File: src/rtl/tlp_ecrc_append.sv
// Forwards a fragmented TLP stream one DW per cycle and appends a CRC-32 ECRC DW to TD=1 TLPs.
// Latency: one cycle from input acceptance to out_*; the ECRC DW follows the last data DW.
// Backpressure: a single output register; input stalls while it is full and blocked, and during the ECRC slot.
module tlp_ecrc_append #(
  parameter int MAX_TLP_DW = 1028,
  parameter int CNT_W      = 11
) (
  input  logic        clk,
  input  logic        arst,
  input  logic        in_valid,
  output logic        in_ready,
  input  logic [31:0] in_dw,
  input  logic        in_sop,
  input  logic        in_eop,
  input  logic        in_td,
  output logic        out_valid,
  input  logic        out_ready,
  output logic [31:0] out_dw,
  output logic        out_sop,
  output logic        out_eop,
  output logic        pkt_err
);

  localparam logic [31:0]      POLY    = 32'h04C11DB7;
  localparam logic [31:0]      SEED    = 32'hFFFFFFFF;
  localparam logic [CNT_W-1:0] MAX_CNT = CNT_W'(MAX_TLP_DW);
  localparam logic [CNT_W-1:0] MAX_M1  = CNT_W'(MAX_TLP_DW - 1);

  typedef enum logic [1:0] {
    S_IDLE,
    S_DATA,
    S_APPEND
  } state_t;

  state_t            state_q, state_d;
  logic              out_valid_q, out_valid_d;
  logic [31:0]       out_dw_q, out_dw_d;
  logic              out_sop_q, out_sop_d;
  logic              out_eop_q, out_eop_d;
  logic              pkt_err_q, pkt_err_d;
  logic [31:0]       crc_q, crc_d;
  logic [CNT_W-1:0]  cnt_q, cnt_d;
  logic              td_q, td_d;

  logic              slot_free;
  logic              accept;
  logic              forced;
  logic              tlp_end;
  logic [31:0]       sop_crc;
  logic [31:0]       dat_crc;

  // 32 serial CRC steps, MSB of the data word first.
  function automatic logic [31:0] crc_step(input logic [31:0] crc, input logic [31:0] d);
    logic [31:0] c;
    c = crc;
    for (int i = 31; i >= 0; i--) begin
      if (c[31] ^ d[i]) c = {c[30:0], 1'b0} ^ POLY;
      else              c = {c[30:0], 1'b0};
    end
    return c;
  endfunction

  // Complement, then mirror the bits inside each byte; byte positions are kept.
  function automatic logic [31:0] ecrc_of(input logic [31:0] crc);
    logic [31:0] c;
    logic [31:0] r;
    c = ~crc;
    r = '0;
    for (int b = 0; b < 4; b++) begin
      for (int k = 0; k < 8; k++) begin
        r[8*b + k] = c[8*b + 7 - k];
      end
    end
    return r;
  endfunction

  assign slot_free = !out_valid_q || out_ready;
  assign in_ready  = (state_q != S_APPEND) && slot_free;
  assign accept    = in_valid && in_ready;

  assign out_valid = out_valid_q;
  assign out_dw    = out_dw_q;
  assign out_sop   = out_sop_q;
  assign out_eop   = out_eop_q;
  assign pkt_err   = pkt_err_q;

  // Next state, output register load and CRC accumulation.
  always_comb begin
    state_d     = state_q;
    out_valid_d = out_valid_q && !out_ready;
    out_dw_d    = out_dw_q;
    out_sop_d   = out_sop_q;
    out_eop_d   = out_eop_q;
    pkt_err_d   = 1'b0;
    crc_d       = crc_q;
    cnt_d       = cnt_q;
    td_d        = td_q;
    forced      = 1'b0;
    tlp_end     = 1'b0;
    // Type[0] and EP are variant bits: forced to 1 for the CRC only, never in the forwarded data.
    sop_crc     = crc_step(SEED, {in_dw[31:25], 1'b1, in_dw[23:15], 1'b1, in_dw[13:0]});
    dat_crc     = crc_step(crc_q, in_dw);

    case (state_q)
      S_IDLE, S_DATA: begin
        if (accept) begin
          if (in_sop) begin
            // A SOP inside an open TLP abandons it; the new TLP restarts cleanly.
            if (state_q == S_DATA) pkt_err_d = 1'b1;
            td_d        = in_td;
            crc_d       = in_td ? sop_crc : SEED;
            cnt_d       = CNT_W'(1);
            out_valid_d = 1'b1;
            out_dw_d    = in_dw;
            out_sop_d   = 1'b1;
            out_eop_d   = in_eop && !in_td;
            if (in_eop) state_d = in_td ? S_APPEND : S_IDLE;
            else        state_d = S_DATA;
          end else if (state_q == S_IDLE) begin
            // Stray DW outside a TLP: dropped.
            pkt_err_d = 1'b1;
          end else begin
            if (td_q) crc_d = dat_crc;
            // Once MAX_TLP_DW DWs have gone by without EOP, this DW closes the TLP.
            forced  = (cnt_q == MAX_CNT);
            tlp_end = in_eop || forced;
            if (!forced) cnt_d = cnt_q + CNT_W'(1);
            if ((cnt_q == MAX_M1) && !in_eop) pkt_err_d = 1'b1;
            out_valid_d = 1'b1;
            out_dw_d    = in_dw;
            out_sop_d   = 1'b0;
            out_eop_d   = tlp_end && !td_q;
            if (tlp_end) state_d = td_q ? S_APPEND : S_IDLE;
          end
        end
      end
      S_APPEND: begin
        if (slot_free) begin
          out_valid_d = 1'b1;
          out_dw_d    = ecrc_of(crc_q);
          out_sop_d   = 1'b0;
          out_eop_d   = 1'b1;
          state_d     = S_IDLE;
        end
      end
      default: state_d = S_IDLE;
    endcase
  end

  // State, output register and CRC storage with synchronous reset.
  always_ff @(posedge clk) begin
    if (arst) begin
      state_q     <= S_IDLE;
      out_valid_q <= 1'b0;
      out_dw_q    <= '0;
      out_sop_q   <= 1'b0;
      out_eop_q   <= 1'b0;
      pkt_err_q   <= 1'b0;
      crc_q       <= SEED;
      cnt_q       <= '0;
      td_q        <= 1'b0;
    end else begin
      state_q     <= state_d;
      out_valid_q <= out_valid_d;
      out_dw_q    <= out_dw_d;
      out_sop_q   <= out_sop_d;
      out_eop_q   <= out_eop_d;
      pkt_err_q   <= pkt_err_d;
      crc_q       <= crc_d;
      cnt_q       <= cnt_d;
      td_q        <= td_d;
    end
  end

endmodule

File: config.mk
export PLATFORM = sky130hd
export DESIGN_NAME = tlp_ecrc_append
export DESIGN_NICKNAME = d
export VERILOG_FILES = /design/src/rtl/tlp_ecrc_append.sv
export SDC_FILE = /design/constraint.sdc
export NUM_CORES = 1
export LEC_CHECK = 0
export ABC_AREA = 1
export CELL_PAD_IN_SITES_DETAIL_PLACEMENT = 0
export CELL_PAD_IN_SITES_GLOBAL_PLACEMENT = 1
export CORE_MARGIN = 5
export CORE_UTILIZATION = 39
export CTS_CLUSTER_DIAMETER = 30
export CTS_CLUSTER_SIZE = 10
export DETAILED_ROUTE_END_ITERATION = 12
export HOLD_SLACK_MARGIN = 0.1
export PLACE_DENSITY = 0.87
export SLEW_MARGIN = 40
export SYNTH_ARGS = -nofsm -noshare
export SYNTH_HDL_FRONTEND = slang
export SYNTH_SLANG_ARGS = --single-unit
File: constraint.sdc
create_clock -name clk -period 3.25 [get_ports clk]
set_input_delay 0.8125 -clock clk [delete_from_list [all_inputs] [get_ports clk]]
set_output_delay 0.8125 -clock clk [all_outputs]
set_load 0.02 [all_outputs]
==> results.json, run 1 <==
{
  "grt-ovfl-total": 0,
  "max_freq_mhz": 282,
  "worstPathBufferInverterCount": 7,
  "cellPowerDensity_nw_per_um2": 1240,
  "cts_sinks": 82,
  "path_common_cell": "nand2_1",
  "synth-seq-cells": 82,
  "avgSynthCellArea_um2": 5.84,
  "cts_tree": "built",
  "fill_cells": 2361,
  "area_delta_synth_final_pct": 79.0,
  "place.gp.congestion": 0.998,
  "synth.distinct_cells": 50,
  "total_power_w": 0.0283,
  "dpl-instance-area_um2": 16700,
  "synthTopCellsByCount": "nand2_1, nand3_1, xor2_1, inv_1, nand2_2",
  "final_antenna_net_count": 0,
  "violations": "setup timing",
  "p_leak_nw": 11.4,
  "rows": 66,
  "synth_top_area_cell": "nand2_1",
  "vdd.ir_drop.worst_uv": 732,
  "grt_first_pass_wirelength_mm": 86.4,
  "synth.area.top_cells": "nand2_1, xor2_1, dfxtp_1, nand3_1, inv_1",
  "die_h_um": 191,
  "crit_family": "simple AND/OR/NAND/NOR gates",
  "h-tree-depth": 3,
  "grtUsageTotal_pct": 30.4,
  "slowest_stage": "xor2_1",
  "drv_cap": 0,
  "synthesis.instances": 2196,
  "hold_violations": 0,
  "fin_crit_ns": 3.55,
  "criticalPathCategory": "primary input to register",
  "setup_ws_ns": -0.299,
  "io_pins": 76,
  "end_kind": "register",
  "drive_above_1_share_pct": 51.6,
  "drc_errors": 0,
  "drt-total-wl_mm": 65.7,
  "final_cell_area_um2": 22900,
  "initial_core_util_pct": 39.4,
  "synth_top_area_share_pct": 27.3,
  "hpwl_mm": 44.3,
  "crit_path_start_kind": "primary input",
  "rsz0062_at_grt": "true",
  "critPathArrivalTime_ns": 3.86,
  "dr.pass1.iters": 7,
  "path_max_fanout": 7,
  "synth-edff-count": 0,
  "portBuffers": 75,
  "outcome": "finished with violations",
  "antenna_found_initial": 0,
  "period_share_pct": 109,
  "cts_root_buffer": "clkbuf_16",
  "synth_fp_nets": 2237,
  "cts_buffer_depth": 2,
  "yosysMostFrequentCell": "nand2_1",
  "routedWlPerCell_um": 20.5,
  "die_x_um": 191,
  "diodes": 0,
  "path_clk_slew_ns": 0.07,
  "grt_max_degree": 55,
  "via_per_inst": 5.47,
  "hold-worst-slack_ns": 0.494,
  "min_path_type": "register to register",
  "die_area_um2": 36600,
  "slowest_delay_ns": 0.23,
  "worstMarginPinSlew_ns": 0.584,
  "fin_util_pct": 70.5,
  "clk_latency_ns": 0.37,
  "core_area_um2": 32500,
  "ys_warn_count": 0,
  "async_flop_share_pct": 0,
  "final_net_count": 2790,
  "yosysSeqAreaShare_pct": 12.8,
  "cp.required_ns": 3.56,
  "slew_headroom_pct": 60.9,
  "finalSetupTns_ns": -5.73,
  "ys.flop_type": "dfxtp_1",
  "drt_iter0_markers": 1681,
  "clock-skew-final_ns": 0.00962,
  "grt_pass1_vias": 15800,
  "netlist_area_um2": 12800,
  "setup_viol": 32,
  "slew_viol_final": 0,
  "dr_total_vias": 17500,
  "cts_buffers": 9
}
worst min-delay path, delay by kind of cell (launching register included):
| kind | cells | cell delay [ns] |
|---|---|---|
| AOI/OAI and AO/OA | 1 | 0.06 |
| DFF | 1 | 0.33 |
| and+or+nand+nor | 1 | 0.07 |
registers in the layout, summed over array words and instances (netlist names):
name / cells
pkt_err: 1
crc_q: 32
out_dw: 32
cnt_q: 11
state_q: 2
out_valid: 1
out_sop: 1
out_eop: 1
td_q: 1
cells by family after synthesis:
| group | count (synthesis) | share of synthesized area (%) |
|---|---|---|
| buffers and inverters | 276 | 9.17 |
| flip-flops | 82 | 12.8 |
| adder cells (fa/ha/maj) | 2 | 0.195 |
| XOR/XNOR | 271 | 20.8 |
| AND/OR/NAND/NOR | 1408 | 50.2 |
| AO/OA/AOI/OAI | 157 | 6.75 |
final timing paths:
path	from	depth (start not counted)	slack (ns)	to
setup / recovery	in_dw[29]	26	-0.30	crc_q[30]$_SDFFE_PP1P_
hold / removal	out_sop$_SDFFE_PP0P_	2	0.49	out_sop$_SDFFE_PP0P_
setup reg to reg	crc_q[27]$_SDFFE_PP1P_	22	-0.12	crc_q[28]$_SDFFE_PP1P_
hold reg to reg	out_sop$_SDFFE_PP0P_	2	0.49	out_sop$_SDFFE_PP0P_
final cells by class:
class	count	area, µm²	share of cell area (%)
inverter	229	967	4.21
timing repair buffer	588	5320	23.2
clock buffer	11	243	1.06
tap	442	553	2.41
multi-input combinational	1839	14100	61.6
clock inverter	4	76.3	0.333
sequential	82	1650	7.20
timing repair:
| action | 4_1_cts | 5_1_grt |
|---|---|---|
| buffers inserted | 83 | 68 |
| pin swaps | 226 | 296 |
| cloned | 1 | 2 |
| resized for setup | 473 | 641 |
| endpoints found under the hold margin | 0 | 0 |
| hold buffers | 0 | 0 |
| setup endpoints to repair | 32 | 32 |
report_power, final:
group	total (W)	leakage (nW)	switching, W	internal, W
combinational	0.0259	10.6	0.0149	0.0110
sequential	0.00125	0.671	0.000150	0.00110
clock	0.00117	0.152	0.000479	0.000693
total	0.0283	11.4	0.0155	0.0128
per-stage QoR:
step / instances / setup slack [ns]
after CTS: 3128 / -0.133
after detailed placement: 3031 / -1.16
after floorplan: 2196 / -0.00117
after global routing: 3195 / -0.406
final: 3195 / -0.299
after global placement: 3031 / -1.16
layer usage:
| metal | up-vias | routed length (µm) | track usage, % |
|---|---|---|---|
| met4 | 0 | 5960 | 16.6 |
| li1 | 7897 | - | - |
| met2 | 1006 | 30200 | 50.8 |
| met5 | - | 0 | 0 |
| met3 | 360 | 5860 | 4.69 |
| met1 | 8217 | 23600 | 37.5 |
placed cells by master, fill, tap and decap left out, types with 5 or more instances in the layout:
| master | n |
|---|---|
| nand2_4 | 171 |
| o21ai_1 | 15 |
| a211oi_1 | 8 |
| nor2_1 | 36 |
| clkbuf_16 | 11 |
| nand2_8 | 38 |
| inv_4 | 20 |
| nor2_4 | 11 |
| xnor2_4 | 20 |
| xor2_1 | 114 |
| or2_2 | 5 |
| xor2_2 | 50 |
| a31oi_1 | 31 |
| xnor2_2 | 20 |
| xor2_4 | 42 |
| buf_8 | 6 |
| inv_2 | 52 |
| a21oi_1 | 45 |
| nor2_2 | 7 |
| buf_4 | 410 |
| nand3_4 | 24 |
| buf_12 | 32 |
| o21ai_0 | 44 |
| dfxtp_1 | 75 |
| inv_1 | 145 |
| nand2_1 | 563 |
| nand2_2 | 320 |
| clkdlybuf4s50_1 | 56 |
| nand3_1 | 125 |
| nand3_2 | 74 |
| nand4_1 | 12 |
| xnor2_1 | 25 |
| dfxtp_2 | 6 |
| nor3_1 | 5 |
| buf_6 | 70 |
Power figures use the tool's default switching activity.
==> run 2: changes to the inputs <==
--- a/config.mk
+++ b/config.mk
@@ -15,7 +15,6 @@
 export DETAILED_ROUTE_END_ITERATION = 12
 export HOLD_SLACK_MARGIN = 0.1
 export PLACE_DENSITY = 0.87
-export SLEW_MARGIN = 40
 export SYNTH_ARGS = -nofsm -noshare
 export SYNTH_HDL_FRONTEND = slang
 export SYNTH_SLANG_ARGS = --single-unit
==> results of run 2 <==
No change in the layout: final DEF, timing and power equal those of run 1.
==> run 3: changes to the inputs <==
--- a/config.mk
+++ b/config.mk
@@ -8,7 +8,7 @@
 export ABC_AREA = 1
 export CELL_PAD_IN_SITES_DETAIL_PLACEMENT = 0
 export CELL_PAD_IN_SITES_GLOBAL_PLACEMENT = 1
-export CORE_MARGIN = 5
+export CORE_MARGIN = 2
 export CORE_UTILIZATION = 39
 export CTS_CLUSTER_DIAMETER = 30
 export CTS_CLUSTER_SIZE = 10
==> run 3 against run 2 <==
Net effect: the flow still finishes with violations (setup timing); sequential share of layout area is essentially flat; combinational power grew 2%; first-iteration DRC count shrank 13%; total power grew 1.4%; wire length shrank 3.0%; clock skew grew 0.0045 ns; clock power shrank 3%; utilization grew 0.52 points; critical endpoint is now crc_q[10]$_SDFFE_PP1P_; sequential cell count is the same; global-route usage grew 2.8 points; die area shrank 6.2%.
==> results.json, run 3 (same netlist as run 1, synthesis figures left out) <==
{
  "crit_path_start_kind": "primary input",
  "ff_latch_area_um2": 1660,
  "fill_cells": 2314,
  "hp-start": "td_q$_SDFFE_PP0P_",
  "drc_errors": 0,
  "grt_max_degree": 58,
  "cp.required_ns": 3.53,
  "holdBufCountCts": 0,
  "max_freq_mhz": 294,
  "clock-skew-final_ns": 0.0141,
  "clk_latency_ns": 0.39,
  "rr_worst_depth": 30,
  "antenna_found_initial": 1,
  "grt_busiest_layer": "met2",
  "outcome": "finished with violations",
  "die_area_um2": 34300,
  "place.gp.congestion": 0.979,
  "path_clk_slew_ns": 0.07,
  "min_path_type": "register to register",
  "hpwl_mm": 44.7,
  "cts_tree": "built",
  "io_pins": 76,
  "dr_total_vias": 17200,
  "setup_viol": 30,
  "p_leak_nw": 11.5,
  "drt_iter0_markers": 1466,
  "grt_first_pass_wirelength_mm": 86.5,
  "rr_endpoint": "crc_q[12]$_SDFFE_PP1P_",
  "grt-ovfl-total": 0,
  "slew_headroom_pct": 58.6,
  "final_cells": 3202,
  "die_h_um": 185,
  "final_cell_area_um2": 23100,
  "grtUsageTotal_pct": 33.2,
  "cts_root_buffer": "clkbuf_16",
  "end_kind": "register",
  "final_antenna_net_count": 0,
  "grt_pass1_vias": 15700,
  "cts_buffer_depth": 2,
  "area_delta_synth_final_pct": 79.8,
  "use_met2_pct": 57.3,
  "drt-total-wl_mm": 63.7,
  "grt_use_met3_pct": 4.38,
  "place_ws_ns": -1.31,
  "dr.pass1.iters": 5,
  "hold_violations": 0,
  "cts_buffers": 9,
  "initial_core_util_pct": 39.5,
  "vdd.ir_drop.worst_uv": 851,
  "cts_sinks": 82,
  "worstMarginPinSlew_ns": 0.617,
  "min_delay_path_depth": 2,
  "drive_above_1_share_pct": 52.7,
  "criticalPathCategory": "primary input to register",
  "fin_util_pct": 71.0,
  "slowest_delay_ns": 0.33,
  "final_net_count": 2796,
  "fin_crit_ns": 3.40,
  "slew_viol_final": 0,
  "dp_cells": 3061,
  "setup_ws_ns": -0.150,
  "slowest_stage": "xnor2_4",
  "multi_input_area_um2": 14300,
  "rrSetupSlack_ns": -0.03,
  "die_x_um": 185,
  "use_met1_pct": 40.7,
  "hold_path_end": "td_q$_SDFFE_PP0P_",
  "cellPowerDensity_nw_per_um2": 1250,
  "core_area_um2": 32500,
  "critPathArrivalTime_ns": 3.68,
  "total_power_w": 0.0287,
  "h-tree-depth": 3,
  "portBuffers": 75,
  "dpl-instance-area_um2": 17000,
  "period_share_pct": 105,
  "path_max_fanout": 7,
  "rsz0062_at_grt": "true",
  "violations": "setup timing",
  "routedWlPerCell_um": 19.9,
  "diodes": 0,
  "layout_common_cells": "nand2_1, buf_4, nand2_2",
  "drv_cap": 0,
  "via_per_inst": 5.38,
  "layout_commonest_cell": "nand2_1",
  "rows": 66,
  "timing.rr.start": "crc_q[28]$_SDFFE_PP1P_"
}
==> run 3: cell count changes in the layout (fill, tap and decap cells not counted), sizes merged <==
cell / previous run / this run
bufinv: 2 / 1
clkinv: 6 / 10
inv: 223 / 224
clkinvlp: 2 / 1
clkdlybuf4s15: 2 / 1
clkbuf: 15 / 11
dlygate4sd2: 4 / 3
nor2: 55 / 54
buf: 522 / 533
==> run 3: through the flow <==
step	hold slack [ns]	setup TNS [ns]
final	0.505	-2.34
after global routing	0.518	-6.82
after CTS	0.503	-0.226
after detailed placement	0.493	-36.60
after global placement	0.478	-34.79
after floorplan	0.440	-0.00117
==> run 3: where the power goes <==
group	switching, W	internal [W]	total [W]
Combinational	0.0150	0.0114	0.0264
Sequential	0.000148	0.00110	0.00125
Clock	0.000524	0.000603	0.00113
Total	0.0156	0.0131	0.0287
==> run 3: worst max-delay path: cells and delay by family <==
kind	cells	cell delay, ns
simple gates	19	1.76
xor+xnor	1	0.33
buf+inv	7	0.70
==> run 3: how the worst max path moves through the flow <==
stage / startpoint / to / slack [ns] / cells past startpoint
floorplan: in_dw[30] / crc_q[27]$_SDFFE_PP1P_ / -0.001 / 25
global placement: in_dw[27] / crc_q[8]$_SDFFE_PP1P_ / -1.25 / 26
detailed placement: in_dw[27] / crc_q[5]$_SDFFE_PP1P_ / -1.31 / 26
CTS: in_dw[28] / crc_q[19]$_SDFFE_PP1P_ / -0.08 / 26
global route: in_dw[31] / crc_q[5]$_SDFFE_PP1P_ / -0.28 / 29
finish: in_dw[30] / crc_q[10]$_SDFFE_PP1P_ / -0.15 / 27
==> run 3: area by class of cell <==
class / count / share of cell area [%]
Clock buffer: 9 / 0.977
Sequential cell: 82 / 7.18
Inverter: 229 / 4.27
Timing Repair Buffer: 595 / 22.7
Clock inverter: 7 / 0.331
Tap cell: 442 / 2.40
Multi-Input combinational cell: 1838 / 62.1
==> run 3: repair_timing <==
item	CTS	global route
hold endpoints to repair	0	0
endpoints found under the setup margin	32	32
pin swaps	209	337
resized for setup	499	679
setup buffers	67	64
cloned	2	0
==> run 3: metal layers <==
layer	vias to the layer above	part of all wire (%)	wire [µm]
met5	-	0	0
met4	0	7.4	4710
met3	257	7.9	5050
met2	870	48	30500
met1	8182	37	23500
li1	7902	-	-
